### src/rtl/dec_op_seq.sv
// dec_op_seq: opcode-decoded ADD/SUB/MUL/AND unit with a start/busy/done
// handshake. ADD, SUB and AND finish in one EXEC cycle; MUL is an unsigned
// shift-add taking WIDTH EXEC cycles. All outputs are registered.
module dec_op_seq #(
    parameter int WIDTH = 4
) (
    input  logic               CLK,
    input  logic               RST,
    input  logic               ENABLE,
    input  logic               START,
    input  logic [1:0]         DEC,
    input  logic [WIDTH-1:0]   A,
    input  logic [WIDTH-1:0]   B,
    output logic               BUSY,
    output logic               DONE,
    output logic [3:0]         OPSEL,
    output logic [2*WIDTH-1:0] RES
);

    localparam int RW = 2 * WIDTH;
    localparam int CW = $clog2(WIDTH);

    typedef enum logic {
        IDLE,
        EXEC
    } state_t;

    typedef enum logic [1:0] {
        OP_ADD = 2'd0,
        OP_SUB = 2'd1,
        OP_MUL = 2'd2,
        OP_AND = 2'd3
    } op_t;

    // Registered state. opa is kept 2*WIDTH wide so that during MUL it can
    // serve as the left-shifting multiplicand; opb shifts right as the
    // multiplier. For single-cycle ops neither shifts before use.
    state_t        state, state_n;
    op_t           op, op_n;
    logic [RW-1:0] opa, opa_n;
    logic [WIDTH-1:0] opb, opb_n;
    logic [RW-1:0] acc, acc_n;
    logic [CW-1:0] cnt, cnt_n;
    logic          busy, busy_n;
    logic          done, done_n;
    logic [3:0]    opsel, opsel_n;
    logic [RW-1:0] res, res_n;

    // Datapath results from the latched operands
    logic [RW-1:0]    ext_b;
    logic [RW-1:0]    add_res;
    logic [WIDTH:0]   sub_w;
    logic [RW-1:0]    sub_res;
    logic [RW-1:0]    and_res;
    logic [RW-1:0]    mul_step;

    // Operation results: SUB keeps the exact (WIDTH+1)-bit difference so the
    // sign bit is correct for any unsigned A, B before sign extension.
    always_comb begin
        ext_b    = {{WIDTH{1'b0}}, opb};
        add_res  = opa + ext_b;
        sub_w    = {1'b0, opa[WIDTH-1:0]} - {1'b0, opb};
        sub_res  = {{(WIDTH-1){sub_w[WIDTH]}}, sub_w};
        and_res  = opa & ext_b;
        mul_step = acc + (opb[0] ? opa : '0);
    end

    // State and output register; reset clears everything, aborting any op
    always_ff @(posedge CLK) begin
        if (RST) begin
            state <= IDLE;
            op    <= OP_ADD;
            opa   <= '0;
            opb   <= '0;
            acc   <= '0;
            cnt   <= '0;
            busy  <= 1'b0;
            done  <= 1'b0;
            opsel <= 4'b0000;
            res   <= '0;
        end else begin
            state <= state_n;
            op    <= op_n;
            opa   <= opa_n;
            opb   <= opb_n;
            acc   <= acc_n;
            cnt   <= cnt_n;
            busy  <= busy_n;
            done  <= done_n;
            opsel <= opsel_n;
            res   <= res_n;
        end
    end

    // Next-state logic: accept in IDLE, step/complete in EXEC
    always_comb begin
        state_n = state;
        op_n    = op;
        opa_n   = opa;
        opb_n   = opb;
        acc_n   = acc;
        cnt_n   = cnt;
        busy_n  = busy;
        done_n  = 1'b0;
        opsel_n = opsel;
        res_n   = res;

        case (state)
            IDLE: begin
                if (START && ENABLE) begin
                    state_n = EXEC;
                    op_n    = op_t'(DEC);
                    opa_n   = {{WIDTH{1'b0}}, A};
                    opb_n   = B;
                    acc_n   = '0;
                    cnt_n   = (op_t'(DEC) == OP_MUL) ? CW'(WIDTH - 1) : '0;
                    busy_n  = 1'b1;
                    opsel_n = 4'b0001 << DEC;
                end
            end
            EXEC: begin
                if (op == OP_MUL) begin
                    acc_n = mul_step;
                    opa_n = opa << 1;
                    opb_n = opb >> 1;
                end
                if (cnt == '0) begin
                    state_n = IDLE;
                    busy_n  = 1'b0;
                    done_n  = 1'b1;
                    opsel_n = 4'b0000;
                    case (op)
                        OP_ADD:  res_n = add_res;
                        OP_SUB:  res_n = sub_res;
                        OP_MUL:  res_n = mul_step;
                        default: res_n = and_res;
                    endcase
                end else begin
                    cnt_n = cnt - 1'b1;
                end
            end
            default: state_n = IDLE;
        endcase
    end

    assign BUSY  = busy;
    assign DONE  = done;
    assign OPSEL = opsel;
    assign RES   = res;

endmodule

### config.mk
export PLATFORM = sky130hd
export DESIGN_NAME = dec_op_seq
export DESIGN_NICKNAME = d
export VERILOG_FILES = /design/src/rtl/dec_op_seq.sv
export SDC_FILE = /design/constraint.sdc
export NUM_CORES = 1
export LEC_CHECK = 0
export ABC_AREA = 1
export CAP_MARGIN = 10
export CORE_ASPECT_RATIO = 0.7
export CORE_MARGIN = 3
export CORE_UTILIZATION = 50
export CTS_CLUSTER_DIAMETER = 120
export DETAILED_ROUTE_END_ITERATION = 6
export GPL_ROUTABILITY_DRIVEN = 0
export PLACE_DENSITY_LB_ADDON = 0.05
export SLEW_MARGIN = 20
export SYNTH_ARGS = -nofsm -noshare
export SYNTH_HDL_FRONTEND = slang
export SYNTH_SLANG_ARGS = --single-unit
### constraint.sdc
create_clock -name CLK -period 2.5 [get_ports CLK]
set_input_delay 0.25 -clock CLK [delete_from_list [all_inputs] [get_ports CLK]]
set_output_delay 0.25 -clock CLK [all_outputs]
set_load 0.02 [all_outputs]
==> results.md <==
- Status: complete, no violations
- Leakage: roughly 1.3 nW
- Antenna Violating Nets Remaining: 0
- Top cell family by delay on the critical path: adder cells
- Synth top area cells: dfxtp_1 32%, nand2_1 16%, ha_1 8.2%, nand3_1 7.8%, a21oi_1 7.4%
- Clock latency on the worst-skew pair: about 0.30 ns
- Hpwl dp: between 4 and 5 mm
- EDFF count, synth: 0
- CP Max Fanout: 4
- Root Driver: clkbuf_8
- DRC: 0
- Mean Syn Cell Area: 6.81 um^2
- #FFs+latches synth: 39
- Num CTS Buffers: 5
- Die width: 89.4 um
- Number of global-route vias before repair: 2200
- WP data arrival: 2.38 ns
- Worst Tran Pin Value: roughly 0.47 ns
- GRT Total Usage: a little under a quarter
- Final WS setup: 0.360 ns
- FILL cells: between 400 and 500
- Row cnt: 20
- Biggest area consumer among synthesized cells: dfxtp_1
- Port Buffers: 27
- Sw Share: about 30%
- Count leader, synth: nand2_1
- Die Height: 64.4 um
- GRT overflow: 0
- Crit share post-route: a little under nine tenths
- PwrDens: 473 nW/um^2
- Int Power: 0.000936 W
- RSZ-0062 raised after global routing: false
- Nets@finish: 416
- Core area: about 4500 um^2
- Post-Route WL: 5.88 mm
- Setup Buffers After CTS: 0
- Worst vdd ir: 0.000395 V
- Cts hold-fix bufs: 0
- Router iterations before antenna repair: 5
- Critical Path Max Stage Delay: between 0.3 and 0.4 ns
- Setup crit end kind: flip-flop
- Clk_skew: 0.00661 ns
- Comb power frac: 18.2%
- Power, Total: between 0.001 and 0.0015 W
- Initial antenna violation count: 0
- F_max: between 0.4 and 0.5 GHz
- DR WL/cell: ~13 um
- Cell count after synthesis: 357
- Buffers & Inverters on Critical Path: 2
- Synth Warn #: 0
- I/O pin total: 28
- Post-route setup TNS: 0 ns
- Vias per cell: 5.31
- Vias: roughly 2300
- Crit Path Class: reg2reg
- Largest net degree at the start of global routing: 28
- DR iter-0 viols: 120
- First-pass GRT wire length: 10.1 mm
- Async set or reset register ratio after synthesis: 0%
- Synth unique cells: 36
- Clk buf depth: 2
- Final hold violation count: 0
- Reg power frac: 50.0%
- Post-synth net total: 390
- TritonCTS clock tree: built
- Clock Power Share: 31.8%
- Pre-CTS setup slack: between 0.3 and 0.4 ns
- Effective utilization at floorplan: between 50% and 60%
- Critical path's most frequent cell: nand2_1
- Area growth syn-to-layout: 15.8%
- Worst Path Required: between 2 and 3 ns
- Post-synthesis sequential area ratio: 32.1%
- Slew margin rel.: 68.7%
- Layout cell share with drive strength beyond 1: 5.73%
- Final Critical Period: 2.14 ns
- Switching power: 0.000397 W
- Worst path cell trace: ha_1, ha_1, inv_1, fa_1, inv_1, nand2_1, nand2_1, and2_1, or2_1, nand3_1, nand3_1, nand2_1, a21oi_2
- Final core utilization: a little over three fifths
- Max_cap viols: 0
- Top_reg_cell synth: dfxtp_1
- CTS clk-pin slew, worst paths: roughly 0.080 ns
- Die area: 5750 um^2
- Synthesized cell area: about 2400 um^2
- Final Slew Violations: 0
- N_diodes: 0
- CTS sink count: 39
- Hold Crit Class: reg2reg
- H-tree depth: 2
- Commonest cells post-synth: 101 x nand2_1, 39 x dfxtp_1, 38 x inv_1, 38 x nand3_1, 36 x a21oi_1
- Startpoint Class: flip-flop
- Final setup viols: 0
- Slowest-stage cell, CP: fa_1
- Synth top area share: 32.1%
- Post-CTS Resized: 0
## state kept, by name (all words and copies together), names as in the netlist
register	count
BUSY	1
opb	4
op	2
cnt	2
acc	8
RES	8
state	1
opa	8
DONE	1
OPSEL	4
## layout make-up
class                   count  area [um^2]  area share (%)
clock buffers               7         76.3            2.71
well taps                  55         68.8            2.44
flip-flops and latches     39          781            27.7
clock inverters             1         5.00           0.178
repair buffers             29          285            10.1
inverters                  44          173            6.13
multi-input cells         264         1430            50.7
## per-stage QoR
step                instance area [um^2]  hold slack (ns)  std cells
floorplan                           2430            0.396        357
global placement                    2740            0.450        431
detailed placement                  2740            0.454        431
CTS                                 2820            0.465        439
global route                        2820            0.500        439
finish                              2820            0.464        439
## routing by layer
layer,routed length [um],share of wire (%),global-route usage (%)
met4,121,2.1,7.62
met5,0,0,0
met1,2920,50,30.7
met3,308,5.2,6.70
met2,2530,43,35.8
## cell usage in the layout, fill, tap and decap left out, types with 2 or more instances in the layout
master           count
a21oi_1             36
a31oi_1              4
buf_4                2
clkbuf_1             2
clkbuf_8             5
clkdlybuf4s50_1     27
dfxtp_1             39
fa_1                 3
ha_1                16
inv_1               38
inv_2                4
nand2_1            101
nand3_1             38
nand3b_1             8
nor2_1              17
o21ai_0             20
o21ai_1              2
or2_1                3
or2_2                2
## cell families after synthesis
| kind of cell | synth area share, % |
|---|---|
| and+or+nand+nor | 33.1 |
| AOI/OAI and AO/OA | 14.9 |
| buffers and inverters | 9.21 |
| DFF | 32.1 |
| adders and majority gates | 10.7 |
## power groups by stage
stage                     Clock, W  Sequential [W]  Combinational [W]
after floorplan                  0        0.000686           0.000152
after detailed placement         0        0.000681           0.000242
after global routing      0.000466        0.000670           0.000273
after CTS                 0.000435        0.000667           0.000242
final                     0.000424        0.000667           0.000243
after global placement           0        0.000681           0.000237
## worst paths after layout
| kind | slack, ns | depth (start not counted) | start | to |
|---|---|---|---|---|
| min reg2reg | 0.46 | 2 | RES[5] | RES[5] |
| max reg2reg | 0.36 | 13 | opa[0] | RES[4] |
| min | 0.46 | 2 | RES[5] | RES[5] |
| max | 0.36 | 13 | opa[0] | RES[4] |
## worst reg2reg max path, stage by stage, from the launching register on
cell and delay (ns):
dfxtp_1 0.36, ha_1 0.24, ha_1 0.22, inv_1 0.07, fa_1 0.37, inv_1 0.07
nand2_1 0.09, nand2_1 0.09, and2_1 0.13, or2_1 0.11, nand3_1 0.07, nand3_1 0.08
nand2_1 0.07, a21oi_2 0.10
(Power assumes the default switching activity.)
